`config.mk`:
```
export PLATFORM = sky130hd
export DESIGN_NAME = mac_sequencer
export DESIGN_NICKNAME = d
export VERILOG_FILES = /design/src/rtl/tpu_pkg.sv /design/src/rtl/mac_sequencer.sv
export SDC_FILE = /design/constraint.sdc
export NUM_CORES = 1
export LEC_CHECK = 0
export CAP_MARGIN = 40
export CORE_ASPECT_RATIO = 0.6
export CORE_MARGIN = 1
export CORE_UTILIZATION = 42
export DETAILED_ROUTE_END_ITERATION = 12
export HOLD_SLACK_MARGIN = 0.15
export PLACE_DENSITY = 0.79
export SKIP_CTS_REPAIR_TIMING = 1
export SYNTH_ARGS = -nofsm -noshare
export SYNTH_HDL_FRONTEND = slang
export SYNTH_SLANG_ARGS = --single-unit
export TNS_END_PERCENT = 20
```
`constraint.sdc`:
```
create_clock -name clk -period 1.8 [get_ports clk]
set_input_delay 0.27 -clock clk [delete_from_list [all_inputs] [get_ports clk]]
set_output_delay 0.27 -clock clk [all_outputs]
set_load 0.01 [all_outputs]
```
`src/rtl/tpu_pkg.sv`:
```
// Shared types and constants for the MAC sequencer and its neighbours.
// The state enum, the NOP operand and the datapath widths live here.
package tpu_pkg;

  localparam int unsigned LEN_W_DEF = 8;
  localparam int unsigned OP_W      = 8;
  localparam int unsigned RES_W     = 32;
  localparam int unsigned HALF_W    = 16;

  // An all-zero minifloat pair multiplies to exactly zero in the MAC
  localparam logic [OP_W-1:0] MAC_NOP = 8'h00;

  typedef enum logic [2:0] {
    ST_IDLE,
    ST_CLEAR,
    ST_RUN,
    ST_DRAIN,
    ST_READ_LO,
    ST_READ_HI,
    ST_DONE
  } seq_state_e;

endpackage

```
`src/rtl/mac_sequencer.sv`:
```
// Runs one dot-product job through an external MAC: clear, stream N operand
// pairs, drain the pipeline, then read the 32-bit accumulator as two halves.
module mac_sequencer
  import tpu_pkg::*;
#(
  parameter int unsigned LEN_W = LEN_W_DEF
) (
  input  logic              clk,
  input  logic              reset,
  input  logic              start,
  input  logic [LEN_W-1:0]  len,
  output logic              start_ready,
  input  logic              op_valid,
  input  logic [OP_W-1:0]   op_a,
  input  logic [OP_W-1:0]   op_b,
  output logic              op_ready,
  output logic              res_valid,
  input  logic              res_ready,
  output logic [RES_W-1:0]  res_data,
  output logic              busy,
  output logic              mac_reset,
  output logic [OP_W-1:0]   mac_a,
  output logic [OP_W-1:0]   mac_b,
  output logic              mac_out_hl,
  input  logic [HALF_W-1:0] mac_out
);

  seq_state_e        r_state;
  logic [LEN_W-1:0]  r_count;
  logic              r_mac_reset;
  logic [OP_W-1:0]   r_mac_a;
  logic [OP_W-1:0]   r_mac_b;
  logic              r_mac_out_hl;
  logic              r_res_valid;
  logic [RES_W-1:0]  r_res_data;

  // Handshake readiness and busy are decoded straight from the state
  assign start_ready = (r_state == ST_IDLE) && !reset;
  assign op_ready    = (r_state == ST_RUN);
  assign busy        = (r_state != ST_IDLE);

  assign mac_reset  = r_mac_reset;
  assign mac_a      = r_mac_a;
  assign mac_b      = r_mac_b;
  assign mac_out_hl = r_mac_out_hl;
  assign res_valid  = r_res_valid;
  assign res_data   = r_res_data;

  // Sequencer FSM; MAC controls default to idle values every cycle
  always_ff @(posedge clk) begin
    if (reset) begin
      r_state      <= ST_IDLE;
      r_count      <= '0;
      r_mac_reset  <= 1'b1;
      r_mac_a      <= MAC_NOP;
      r_mac_b      <= MAC_NOP;
      r_mac_out_hl <= 1'b1;
      r_res_valid  <= 1'b0;
      r_res_data   <= '0;
    end else begin
      r_mac_reset  <= 1'b0;
      r_mac_a      <= MAC_NOP;
      r_mac_b      <= MAC_NOP;
      r_mac_out_hl <= 1'b1;

      case (r_state)
        ST_IDLE: begin
          if (start) begin
            r_count     <= len;
            r_mac_reset <= 1'b1;
            r_state     <= ST_CLEAR;
          end
        end

        ST_CLEAR: begin
          r_state <= (r_count == '0) ? ST_DRAIN : ST_RUN;
        end

        ST_RUN: begin
          if (op_valid) begin
            r_mac_a <= op_a;
            r_mac_b <= op_b;
            r_count <= r_count - LEN_W'(1);
            if (r_count == LEN_W'(1)) begin
              r_state <= ST_DRAIN;
            end
          end
        end

        // Last pair is being accumulated; select the low half for the read
        ST_DRAIN: begin
          r_mac_out_hl <= 1'b0;
          r_state      <= ST_READ_LO;
        end

        ST_READ_LO: begin
          r_res_data[HALF_W-1:0] <= mac_out;
          r_state                <= ST_READ_HI;
        end

        ST_READ_HI: begin
          r_res_data[RES_W-1:HALF_W] <= mac_out;
          r_res_valid                <= 1'b1;
          r_state                    <= ST_DONE;
        end

        ST_DONE: begin
          if (res_ready) begin
            r_res_valid <= 1'b0;
            r_state     <= ST_IDLE;
          end
        end

        default: begin
          r_state <= ST_IDLE;
        end
      endcase
    end
  end

endmodule

```
==> results.md, run 1 <==
- The type of origin of the critical path is a flop.
- The area of the mapped netlist is 0.00238 mm2.
- The placeable core region is 0.00526 mm2.
- Measured along the x axis, the die boundary spans 99.2 um.
- The number of setup violations in the final report is 0.
- The sink count of the clock tree is 62.
- The number of synthesized flops with an enable pin is 0.
- The share of flip-flops with an asynchronous set or reset after synthesis is 0.
- Summed over all layers, the routed wires come to 6230 um.
- Row generation in the floorplan step produced 20 rows.
- The worst pin sits at a relative slew slack of 0.708.
- The congestion estimate from routability-driven global placement came to 0.792.
- VDD sags by at most 0.504 mV.
- The final-stage net count is 435.
- The register-to-register path setup slack is 200 ps.
- From synthesis to final layout, the design area changed by 53.8%.
- The number of ports placed on the die boundary is 99.
- Entering global routing, the biggest net connects 31 pins.
- The initial antenna violation count is 0.
- Yosys attributes the largest share of cell area to dfxtp_1, nand2_1, a21oi_1.
- The floorplan step set the die height to 60.3 um.
- The share of synthesized area in the top cell type comes to 0.522.
- The critical path required time is 1530 ps.
- The count of input and output buffers is 98.
- The first global-routing pass estimated 10100 um of wire.
- The final antenna-violating net count is 0.
- The cell area after placement is 0.00346 mm2.
- The kind of capture point of the worst setup path is an output pin.
- The TritonCTS clock tree is built.
- Static timing analysis puts the maximum clock frequency at 610 MHz.
- Power spread over the standard cell area amounts to 990 mW/mm2.
- For this run, the number of Yosys warnings is 0.
- The launching point of the worst reg2reg path is r_count[0].
- The net count after synthesis is 331.
- The overall global routing resource usage is 0.225.
- The biggest area consumer among synthesized cells is dfxtp_1.
- The met1 wire length is 2750 um.
- The number of distinct standard cells referenced by the synthesized netlist is 39.
- The most critical setup path has its endpoint at start_ready.
- The most critical setup path has its startpoint at r_state[2].
- The HPWL reported at the end of detailed placement is 4450 um.
- In the routed layout, each cell is associated on average with a via count of 4.99.
- In the detailed route, the total length drawn on met2 is 2660 um.
- Max-cap violations in this run came to 0.
- The clock latency on the worst-skew pair is 340 ps.
- For this run, the leading register cell type out of synthesis is dfxtp_1.
- The data arrival time of the critical path is 1370 ps.
- In this run the static leakage power is 1.37 nW.
- In the finished design, the share of the clock period the worst path needs comes to 0.911.
- The routed layout has 2280 vias.
- The master cell of the clock root buffer is clkbuf_8.
- The post-detailed-route DRC marker count is 0.
- The critical path is of the reg2out type.
- TritonCTS created 9 clock buffers.
- The commonest cells after synthesis are nand2_1, dfxtp_1, a21oi_1.
- The worst min-delay path category is reg2reg.
- The uppermost layer routed is met4.
- The clock tree skew after final layout is 4.07 ps.
- Setup repair after global routing left no endpoint under its margin.
- For this configuration, the core starts out at a cell density of 0.453.
- The number of global-route vias before repair is 2166.
- A synthesized cell averages 8.41 um2.
- The max-slew violation count is 0.
- The number of cell instances on the worst register-to-register path is 6.
- The routed wire length on met3 is 727 um.
- The number of search-and-repair iterations in the first detailed-routing pass is 4.
- The portion of the post-synthesis area used by sequential elements is 0.522.
- Clock-pin slew was measured on the worst setup and hold paths at 60 ps.
- The actual transition at the worst max-transition pin is 438 ps.
- The aggregate global routing overflow is 0.
- The sum of negative setup slack is 0 ps.
- nand2_1 is the most common cell in the netlist.
- The clock period minus final worst setup slack is 1640 ps.
- The first-iteration detailed-routing DRC count is 67.
- The flow ran to the end, and the final reports show no timing, DRC or antenna violations.
- The number of synthesized register bits is 62.
- The final-report hold violation count came to 0.
- The H-tree was split into 3 levels.
- The maximum buffer depth of the clock tree is 2.
- The gate count after technology mapping is 283.
- Of the cells placed in the final design, the portion with a size suffix greater than 1 is 0.0921.
- Along the worst path, the maximum fanout reaches 3.
- The overall die area is 0.00598 mm2.
- The design area is 0.00366 mm2.
- The terminus of the critical flop-to-flop path is r_count[6].
- The repair_antennas step left the layout with diodes totalling 0.
- Dividing the detail-routed wire length by the instance count gives 13.6 um.
[worst max-delay path: stages (launching register included)]
cell	delay, ps
dfxtp_1	330
or3_1	420
nor2_1	120
dlymetal6s2s_1	180
[cells in the final DEF (no fill, tap or decap), types with 4 or more instances in the layout]
master	count
a21oi_1	45
nor3_1	5
inv_1	4
clkdlybuf4s50_1	95
dfxtp_1	62
nor2_1	13
buf_4	14
nand2_1	70
and2_1	18
clkbuf_8	9
o21ai_1	5
[registers in the layout (all words and copies together) (netlist names)]
register	cells
mac_reset	1
res_valid	1
r_count	8
mac_out_hl	1
mac_a	8
r_state	3
mac_b	8
res_data	32
[metal layers]
layer | vias to the layer above | global-route usage
met5 | - | 0
met4 | 0 | 0.0882
met3 | 11 | 0.110
met2 | 96 | 0.342
met1 | 1028 | 0.279
li1 | 1145 | -
[report_power, final]
| part | switching, W | total [W] | internal (W) |
|---|---|---|---|
| Combinational | 0.000462 | 0.000918 | 0.000456 |
| Sequential | 0.0000777 | 0.00155 | 0.00147 |
| Clock | 0.000528 | 0.00116 | 0.000627 |
| Total | 0.00107 | 0.00362 | 0.00255 |
[logic make-up (layout without fill, tap and decap cells)]
family / Yosys count / count (layout) / share of synthesized area
AO/OA/AOI/OAI: 65 / 65 / 0.156
AND/OR/NAND/NOR: 126 / 126 / 0.250
flip-flops: 62 / 62 / 0.522
buffers and inverters: 25 / 133 / 0.0473
multiplexers: 2 / 2 / 0.00894
adder cells (fa/ha/maj): 3 / 3 / 0.0158
[layout make-up]
cell class | instances | area (um2)
Fill cell | 409 | 1590
Sequential cell | 62 | 1240
Timing Repair Buffer | 112 | 1090
Multi-Input combinational cell | 196 | 1030
Clock buffer | 9 | 124
Tap cell | 66 | 82.6
Clock inverter | 6 | 63.8
Inverter | 6 | 27.5
[how the worst min path moves through the flow]
stage	end	from	cells after the start	slack [ps]
2_1_floorplan	mac_a[0]	op_a[0]	1	390
3_3_place_gp	res_data[26]	res_data[26]	2	440
3_5_place_dp	res_data[3]	res_data[3]	2	450
4_1_cts	res_data[3]	res_data[3]	2	460
5_1_grt	res_data[18]	res_data[18]	2	480
6_report	res_data[3]	res_data[3]	2	460
[metrics by stage]
step	setup slack, ps	std cells	hold WS (ps)	power [W]	util
3_5_place_dp	61.7	442	448	0.00249	0.659
2_1_floorplan	255	283	392	0.00209	-
3_3_place_gp	119	442	442	0.00247	0.659
5_1_grt	47.1	457	477	0.00383	0.697
6_report	160	457	456	0.00362	0.697
4_1_cts	-240	457	457	0.00365	0.695
No activity file was read; power rests on OpenSTA's default activity.
==> run 2: changes to the inputs <==
Settings changed: REMOVE_ABC_BUFFERS set to 1.
==> run 2 against run 1 <==
Clock-buffer cell count is 2 higher. Sequential cell count unchanged. Clock skew grew 3.3 ps. Total power is 7.0% higher. Setup slack got worse by 29 ps. Utilization is 0.67 points higher. Final area up 0.96%. Register-to-register slack got worse by 70 ps.
==> results.md, run 2 (synthesized netlist as in run 1, its figures left out) <==
- The critical path required time came to 2040 ps (was 1530 ps).
- The overall global routing resource usage was 0.219 (was 0.225).
- The worst min-delay path category is reg2reg (unchanged).
- The wire length of the first global-routing pass is 9800 um (was 10100 um).
- The placeable core region is 0.00526 mm2 (unchanged).
- The count of input and output buffers is 98 (unchanged).
- The horizontal die dimension is 99.2 um (unchanged).
- The number of setup violations in the final report is 0 (unchanged).
- The final clock period utilization by the worst path is 0.927 (was 0.911).
- The flip-flop count of the largest register, all copies and words added is 32 (unchanged).
- The clock transition time at the flip-flop clock pins of the worst setup and hold paths is 70 ps (was 60 ps).
- The maximum buffer depth of the clock tree is 2 (unchanged).
- The via total after detailed routing is 2311 (was 2280).
- The minimum hold slack is 453 ps (was 456 ps).
- The post-place setup slack came to 21.9 ps (was 61.7 ps).
- The number of ports placed on the die boundary is 99 (unchanged).
- The static leakage came to 1.38 nW (was 1.37 nW).
- The final-report hold violation count is 0 (unchanged).
- The initial standard-cell utilization of the core is 0.453 (unchanged).
- The share of cells above drive strength 1 is 0.0995 (was 0.0921).
- The max-slew violation count was 0 (unchanged).
- The post-detailed-route DRC marker count was 0 (unchanged).
- The clock latency on the worst-skew pair is 340 ps (about the same).
- The largest net degree at the start of global routing is 50 (was 31).
- The weighted congestion at the end of routability-driven global placement came to 0.812 (was 0.792).
- The data arrival time of the critical path is 1910 ps (was 1370 ps).
- Result of the run: completed (unchanged).
- The y dimension of the die came to 60.3 um (unchanged).
- The average routed wire per standard cell came to 13.4 um (was 13.6 um).
- The biggest fanout along the worst timing path was 6 (was 3).
- The sink count of the clock tree came to 62 (unchanged).
- Setup repair after global routing missed its margin: false (unchanged).
- The cell total after placement is 442 (unchanged).
- The total area of sequential cells was 0.00124 mm2 (about the same).
- The commonest non-fill, non-tap cell in the layout is clkdlybuf4s50_1 (unchanged).
- The type of origin of the critical path is a flop (unchanged).
- The maximum ir drop on the vdd rail is 0.605 mV (was 0.504 mV).
- The final-stage net count is 435 (unchanged).
- The number of search-and-repair iterations in the first detailed-routing pass is 4 (unchanged).
- The antenna diode instance count is 0 (unchanged).
- The depth of the CTS H-tree came to 3 (unchanged).
- The final wirelength is 6160 um (was 6230 um).
- The clock period minus final worst setup slack is 1670 ps (was 1640 ps).
- The TritonCTS clock tree is built (unchanged).
- The power density relative to cell area came to 1050 mW/mm2 (was 990 mW/mm2).
- The type of the worst setup path is reg2reg (was reg2out).
- The top achievable clock speed is 599 MHz (was 610 MHz).
- The final critical-path setup slack is 132 ps (was 160 ps).
- The via-per-instance ratio is 5.05 (was 4.99).
- The initial antenna violation count is 0 (unchanged).
- The count of filler cells inserted in the layout was 408 (was 409).
- Most frequent cells in the layout: clkdlybuf4s50_1, nand2_1, dfxtp_1 (unchanged).
- The number of rows created at floorplan is 20 (unchanged).
- The final cell count without fillers is 458 (was 457).
- The register-to-register path setup slack is 130 ps (was 200 ps).
- The multi-input logic area is 0.00103 mm2 (about the same).
- The HPWL reported at the end of detailed placement is 4290 um (was 4450 um).
- The number of global-route vias before repair came to 2090 (was 2166).
- The final antenna-violating net count was 0 (unchanged).
- The growth of design area from synthesis to finish is 55.3% (was 53.8%).
- The actual transition at the worst max-transition pin is 505 ps (was 438 ps).
- The kind of capture point of the worst setup path was a flop (was output pin).
- The master cell of the clock root buffer is clkbuf_8 (unchanged).
- The clock tree skew after final layout is 7.37 ps (was 4.07 ps).
- The max-cap violation count is 0 (unchanged).
- The overall die area was 0.00598 mm2 (unchanged).
- The total clock buffers created by CTS is 9 (unchanged).
- The first-iteration detailed-routing DRC count came to 83 (was 67).
- The worst slew margin relative to its limit is 0.664 (was 0.708).
- The aggregate global routing overflow is 0 (unchanged).
==> run 2: changes by cell type in the layout (fill, tap and decap cells not counted), sizes merged <==
cell / before / now
clkbuf: 9 / 11
buf: 14 / 15
clkinv: 3 / 0
bufinv: 1 / 2
clkdlybuf4s50: 95 / 94
clkinvlp: 2 / 3
==> run 2: path summary, 6_finish.rpt <==
check / endpoint / start / depth (start not counted)
min: res_data[24] / res_data[24] / 2
max reg2reg: r_count[5] / r_state[2] / 6
min reg2reg: res_data[24] / res_data[24] / 2
max: r_count[5] / r_state[2] / 6
==> run 2: critical path, cell delays in order (launching register included) <==
cell and delay, ps:
dfxtp_1 360, or3b_4 440, inv_6 60, buf_4 120, nor2_1 40, a31o_1 190
a2111oi_2 350
==> run 2: metal layers <==
| metal | up-vias | track usage | part of all wire |
|---|---|---|---|
| met4 | 0 | 0.0798 | 0.0088 |
| met3 | 9 | 0.105 | 0.10 |
| met5 | - | 0 | 0 |
| met2 | 96 | 0.342 | 0.43 |
| met1 | 1058 | 0.268 | 0.46 |
| li1 | 1148 | - | - |
==> run 2: cell type report <==
type | instances | share of cell area
inverter | 6 | 0.00745
sequential | 62 | 0.336
timing repair buffer | 112 | 0.295
tap | 66 | 0.0223
clock buffer | 11 | 0.0383
multi-input combinational | 196 | 0.279
clock inverter | 5 | 0.0223
==> run 2: through the flow <==
stage                      util  cell area [um2]  total power (W)  setup TNS, ps
after global placement    0.658             3460          0.00250              0
after CTS                 0.701             3680          0.00390           -672
after floorplan               -             2290          0.00203           -170
final                     0.703             3700          0.00387              0
after global routing      0.703             3700          0.00408              0
after detailed placement  0.658             3460          0.00252              0
==> run 2: power breakdown <==
| part | internal [W] | switching, W | leakage (nW) |
|---|---|---|---|
| sequential | 0.00147 | 0.0000884 | 0.502 |
| clock | 0.000817 | 0.000551 | 0.102 |
| combinational | 0.000479 | 0.000467 | 0.778 |
==> run 3: changes to the inputs <==
Settings changed: CAP_MARGIN 40 to 30, REMOVE_ABC_BUFFERS 1 to not set.
==> results of run 3 <==
Final layout, timing and power as in run 1 (identical DEF).
